--- src/rtl/pipe_de_exe.sv ---
// Decode-to-execute pipeline register with load-use bubble insertion and flush handling.
// Optional stall/flush performance counters are built only when PIPE_DE_EXE_PERF_CNT_EN is defined.
module pipe_de_exe #(
    parameter logic [31:0] NOP_INSTR = 32'h00000013,
    parameter int          CNT_W     = 16
) (
    input  logic             clk,
    input  logic             rst,
    input  logic [31:0]      instr_de,
    input  logic [31:0]      pc_de,
    input  logic [31:0]      pc_4_de,
    input  logic [31:0]      rs1_data_de,
    input  logic [31:0]      rs2_data_de,
    input  logic             valid_de,
    input  logic             stall,
    input  logic             hazard,
    input  logic             fwd_a_sel,
    input  logic             fwd_b_sel,
    input  logic [31:0]      data_a_mgr,
    input  logic [31:0]      data_b_mgr,
    input  logic             flush,
    output logic             hold_de,
    output logic [31:0]      instr_exe,
    output logic [31:0]      pc_exe,
    output logic [31:0]      pc_4_exe,
    output logic [31:0]      data_a_exe,
    output logic [31:0]      data_b_exe,
    output logic             valid_exe
`ifdef PIPE_DE_EXE_PERF_CNT_EN
    ,
    output logic [CNT_W-1:0] stall_cnt,
    output logic [CNT_W-1:0] flush_cnt
`endif
);

    typedef enum logic {
        RUN    = 1'b0,
        BUBBLE = 1'b1
    } state_t;

    state_t      state_q, state_d;
    logic [31:0] instr_q, instr_d;
    logic [31:0] pc_q, pc_d;
    logic [31:0] pc_4_q, pc_4_d;
    logic [31:0] data_a_q, data_a_d;
    logic [31:0] data_b_q, data_b_d;
    logic        valid_q, valid_d;
    logic        insert_bubble;

    // Flush wins over stall; either one replaces the execute slot with a NOP.
    assign insert_bubble = flush | stall;
    assign hold_de       = stall & ~flush;

    always_comb begin
        state_d  = RUN;
        instr_d  = instr_de;
        pc_d     = pc_de;
        pc_4_d   = pc_4_de;
        data_a_d = (hazard & fwd_a_sel) ? data_a_mgr : rs1_data_de;
        data_b_d = (hazard & fwd_b_sel) ? data_b_mgr : rs2_data_de;
        valid_d  = valid_de;

        case (state_q)
            RUN:     state_d = stall ? BUBBLE : RUN;
            BUBBLE:  state_d = stall ? BUBBLE : RUN;
            default: state_d = RUN;
        endcase
        if (flush) begin
            state_d = RUN;
        end

        // Bubbles keep the PC of the last real instruction in execute.
        if (insert_bubble) begin
            instr_d  = NOP_INSTR;
            pc_d     = pc_q;
            pc_4_d   = pc_4_q;
            data_a_d = 32'h0;
            data_b_d = 32'h0;
            valid_d  = 1'b0;
        end
    end

    always_ff @(posedge clk or posedge rst) begin
        if (rst) begin
            state_q  <= RUN;
            instr_q  <= NOP_INSTR;
            pc_q     <= 32'h0;
            pc_4_q   <= 32'h0;
            data_a_q <= 32'h0;
            data_b_q <= 32'h0;
            valid_q  <= 1'b0;
        end else begin
            state_q  <= state_d;
            instr_q  <= instr_d;
            pc_q     <= pc_d;
            pc_4_q   <= pc_4_d;
            data_a_q <= data_a_d;
            data_b_q <= data_b_d;
            valid_q  <= valid_d;
        end
    end

    assign instr_exe  = instr_q;
    assign pc_exe     = pc_q;
    assign pc_4_exe   = pc_4_q;
    assign data_a_exe = data_a_q;
    assign data_b_exe = data_b_q;
    assign valid_exe  = valid_q;

`ifdef PIPE_DE_EXE_PERF_CNT_EN
    logic [CNT_W-1:0] stall_cnt_q, stall_cnt_d;
    logic [CNT_W-1:0] flush_cnt_q, flush_cnt_d;

    // Both counters stick at all-ones instead of wrapping.
    always_comb begin
        stall_cnt_d = stall_cnt_q;
        flush_cnt_d = flush_cnt_q;
        if (hold_de && (stall_cnt_q != {CNT_W{1'b1}})) begin
            stall_cnt_d = stall_cnt_q + CNT_W'(1);
        end
        if (flush && (flush_cnt_q != {CNT_W{1'b1}})) begin
            flush_cnt_d = flush_cnt_q + CNT_W'(1);
        end
    end

    always_ff @(posedge clk or posedge rst) begin
        if (rst) begin
            stall_cnt_q <= '0;
            flush_cnt_q <= '0;
        end else begin
            stall_cnt_q <= stall_cnt_d;
            flush_cnt_q <= flush_cnt_d;
        end
    end

    assign stall_cnt = stall_cnt_q;
    assign flush_cnt = flush_cnt_q;
`endif

endmodule
--- config.mk ---
export PLATFORM = sky130hd
export DESIGN_NAME = pipe_de_exe
export DESIGN_NICKNAME = d
export VERILOG_FILES = /design/src/rtl/pipe_de_exe.sv
export SDC_FILE = /design/constraint.sdc
export NUM_CORES = 1
export LEC_CHECK = 0
export CAP_MARGIN = 30
export CORE_AREA = 2 2 152 154
export CTS_CLUSTER_DIAMETER = 50
export DETAILED_ROUTE_END_ITERATION = 10
export DIE_AREA = 0 0 154 156
export MAX_ROUTING_LAYER = met4
export PLACE_DENSITY = 0.71
export SYNTH_ARGS = -nofsm -noshare
export SYNTH_HDL_FRONTEND = slang
export SYNTH_SLANG_ARGS = --single-unit
--- constraint.sdc ---
create_clock -name clk -period 9.9 [get_ports clk]
set_clock_uncertainty 0.05 [all_clocks]
set_input_delay 1.98 -clock clk [delete_from_list [all_inputs] [get_ports clk]]
set_output_delay 1.98 -clock clk [all_outputs]
set_load 0.02 [all_outputs]
==> summary.md <==
| Metric | Value |
|---|---|
| Cell variety after synth | 17 |
| Site row count | 55 |
| Most used cell along the critical path | clkdlybuf4s50_1 |
| CTS root buf | clkbuf_16 |
| Most frequent cells in the layout | clkdlybuf4s50_1 (390), dfrtp_1 (158), nand3_1 (64), a21bo_2 (64), a21oi_1 (64) |
| CTS clk-pin slew, worst paths | 0.06 ns |
| Most common cell after layout, fill and taps aside | clkdlybuf4s50_1 |
| Clock tree sinks | around 160 |
| Most used DFF post-synth | dfrtp_1 |
| Fmax | approximately 0.19 GHz |
| Drt pass-1 iters | 4 |
| FF-to-FF End | pc_4_exe[1] |
| Worst VDD drop | between 0.00009 and 0.0001 V |
| Total grt overflow | 0 |
| Netlist Area Pre-Place | 0.00672 sq mm |
| Area grow syn2layout | 71.4% |
| Min-Delay Path Class | reg -> reg |
| Bufs on Longest Clock Path | 2 |
| HPWL after DPL | roughly 15,000 um |
| Setup violations, final | 0 |
| CTS tree | done |
| Minimum setup slack among reg-to-reg paths | 9.05 ns |
| Post-Synthesis Cells | 499 |
| Fill cells | a little under 2,000 |
| Post-cts resize count | 0 |
| Vias in the first global route | roughly 5,500 |
| Final worst-path cycle share | between 50% and 60% |
| Final Slew Violations | 0 |
| IO buf count | roughly 390 |
| Critical-path top delay cell | clkdlybuf4s50_1 |
| Placed cells | 1,139 |
| Hold Vio Cnt, Final | 0 |
| Layout cells sized above 1 | 19.8% |
| Sequential share of the synthesized area | approximately three fifths |
| Worst R2R Path Depth | 1 |
| First-pass GRT wire length | ~32,000 um |
| N_diodes | 0 |
| Post-synth EDFFs | 0 |
| Yosys warns | 0 |
| Syn avg cell area | 13.5 sq um |
| Relative slew slack | 38.8% |
| Async S/R FF share, synth | 100% |
| Synthesized Nets | about 730 |
| # IOs | 394 |
| Max cap viols | 0 |
| DIE WIDTH | roughly 150 um |
| Initial antenna violation count | 0 |
| Nets | approximately 1,100 |
| GP Congestion | around 0.8 |
| Crit. End Element | output port |
| Worst Path Buf+Inv | 2 |
| Leak Pwr | between 5 and 6 nW |
| Final Util | 51.5% |
| Clk_lat worst skew | about 0.40 ns |
| Crit Path Max Fanout | 6 |
| RSZ-0062 raised after global routing | no |
| Crit Path Class | in -> out |
| Worst Setup Start Kind | input pin |
| TNS Setup | 0 ns |
| Largest net degree at the start of global routing | 86 |
| CP delay by family, top | buffers and inverters |
| Die Ht | 156 um |
| Critical path, cell by cell | clkdlybuf4s50_1 > nor2b_1 > clkdlybuf4s50_1 |
| Worst-Margin Slew | between 0.9 and 1 ns |
| Arr. time, crit path | about 3.3 ns |
| H-tree depth | 4 |
| Core area | 0.0224 sq mm |
| Final cell count without fillers | 1,171 |
| Initial Util | 30.1% |
| CP max stage delay | between 0.6 and 0.7 ns |
| Hold buffers post-CTS | 0 |
| TritonCTS Buffers | 17 |
| Final WL | roughly 21,000 um |
| PwrDens | around 170 mW/mm^2 |
| DRC | 0 |
| Hold Path End | pc_exe[27] |
| Postcts setup bufs | 0 |
| Levels on crit path | 3 |
| Worst Hold Launch | pc_exe[27] |
| Via Count | between 5,000 and 6,000 |
| Status | finished clean |
| Vias/cell | 4.54 |
| Worst R2R Start | pc_4_exe[1] |
| Hold Path Stages | 1 |
| Worst EP required | between 7 and 8 ns |
| DR WL/cell | approximately 18 um |
| Initial DRC Count | 298 |
| Die Area | around 0.024 sq mm |
| DRT antenna net count | 0 |
| Crit path time final | 5.32 ns |
| Synth Register Bits | roughly 160 |
| Tot GR Track Use | between 15 and 20% |
synth_stat cells, types with 3 or more instances:
cell type	count	area, sq um
a21bo_2	64	641
buf_2	5	25.0
or3_1	3	18.8
buf_6	13	146
dfstp_2	3	78.8
mux2_4	50	751
dfrtp_1	158	3950
and2_1	30	188
a21oi_1	64	320
nand3_1	64	320
clkbuf_1	25	93.8
mux2_2	14	158
state kept, by name, summed over array words and instances, names as in the netlist:
register	count
pc_exe	32
data_a_exe	32
valid_exe	1
data_b_exe	32
instr_exe	32
pc_4_exe	32
logic make-up after synthesis:
| group | after synthesis | share of synthesized area (%) |
|---|---|---|
| multiplexers | 64 | 13.5 |
| flip-flops | 161 | 60.0 |
| AO/OA/AOI/OAI | 128 | 14.3 |
| AND/OR/NAND/NOR | 100 | 8.08 |
| buffers and inverters | 46 | 4.11 |
power breakdown:
part | total [mW] | switching, mW | internal, mW
sequential | 0.742 | 0.0292 | 0.713
combinational | 0.427 | 0.176 | 0.250
clock | 0.748 | 0.291 | 0.458
cell type report:
class | count | area (sq um) | share of cell area, %
timing repair buffer | 401 | 4050 | 35.1
sequential | 161 | 4030 | 35.0
multi-input combinational | 292 | 2410 | 21.0
clock buffer | 17 | 425 | 3.69
tap | 285 | 357 | 3.09
clock inverter | 14 | 239 | 2.07
inverter | 1 | 8.76 | 0.0760
through the flow:
stage	setup WS [ns]	area (sq um)	hold WS (ns)	total power, mW
after floorplan	3.53	6720	0.585	0.947
after global placement	4.59	10800	0.438	1.17
after detailed placement	4.59	10800	0.442	1.18
after CTS	4.59	11500	0.462	1.94
after global routing	4.56	11500	0.476	2.00
final	4.58	11500	0.460	1.92
routing by layer:
layer / part of all wire (%) / wire length, um / global-route usage [%] / up-vias
li1: - / - / - / 2482
met1: 42 / 8800 / 21.1 / 2579
met2: 50 / 10400 / 29.1 / 226
met3: 5.7 / 1210 / 4.44 / 32
met4: 3.0 / 626 / 6.90 / 0
met5: 0 / 0 / - / -
worst max path at each step:
stage | startpoint | endpoint | slack [ns]
2_1_floorplan | rst | data_a_exe[0] | 3.53
3_3_place_gp | stall | hold_de | 4.59
3_5_place_dp | stall | hold_de | 4.59
4_1_cts | stall | hold_de | 4.59
5_1_grt | stall | hold_de | 4.56
6_report | stall | hold_de | 4.58
No activity file was read; power rests on OpenSTA's default activity.
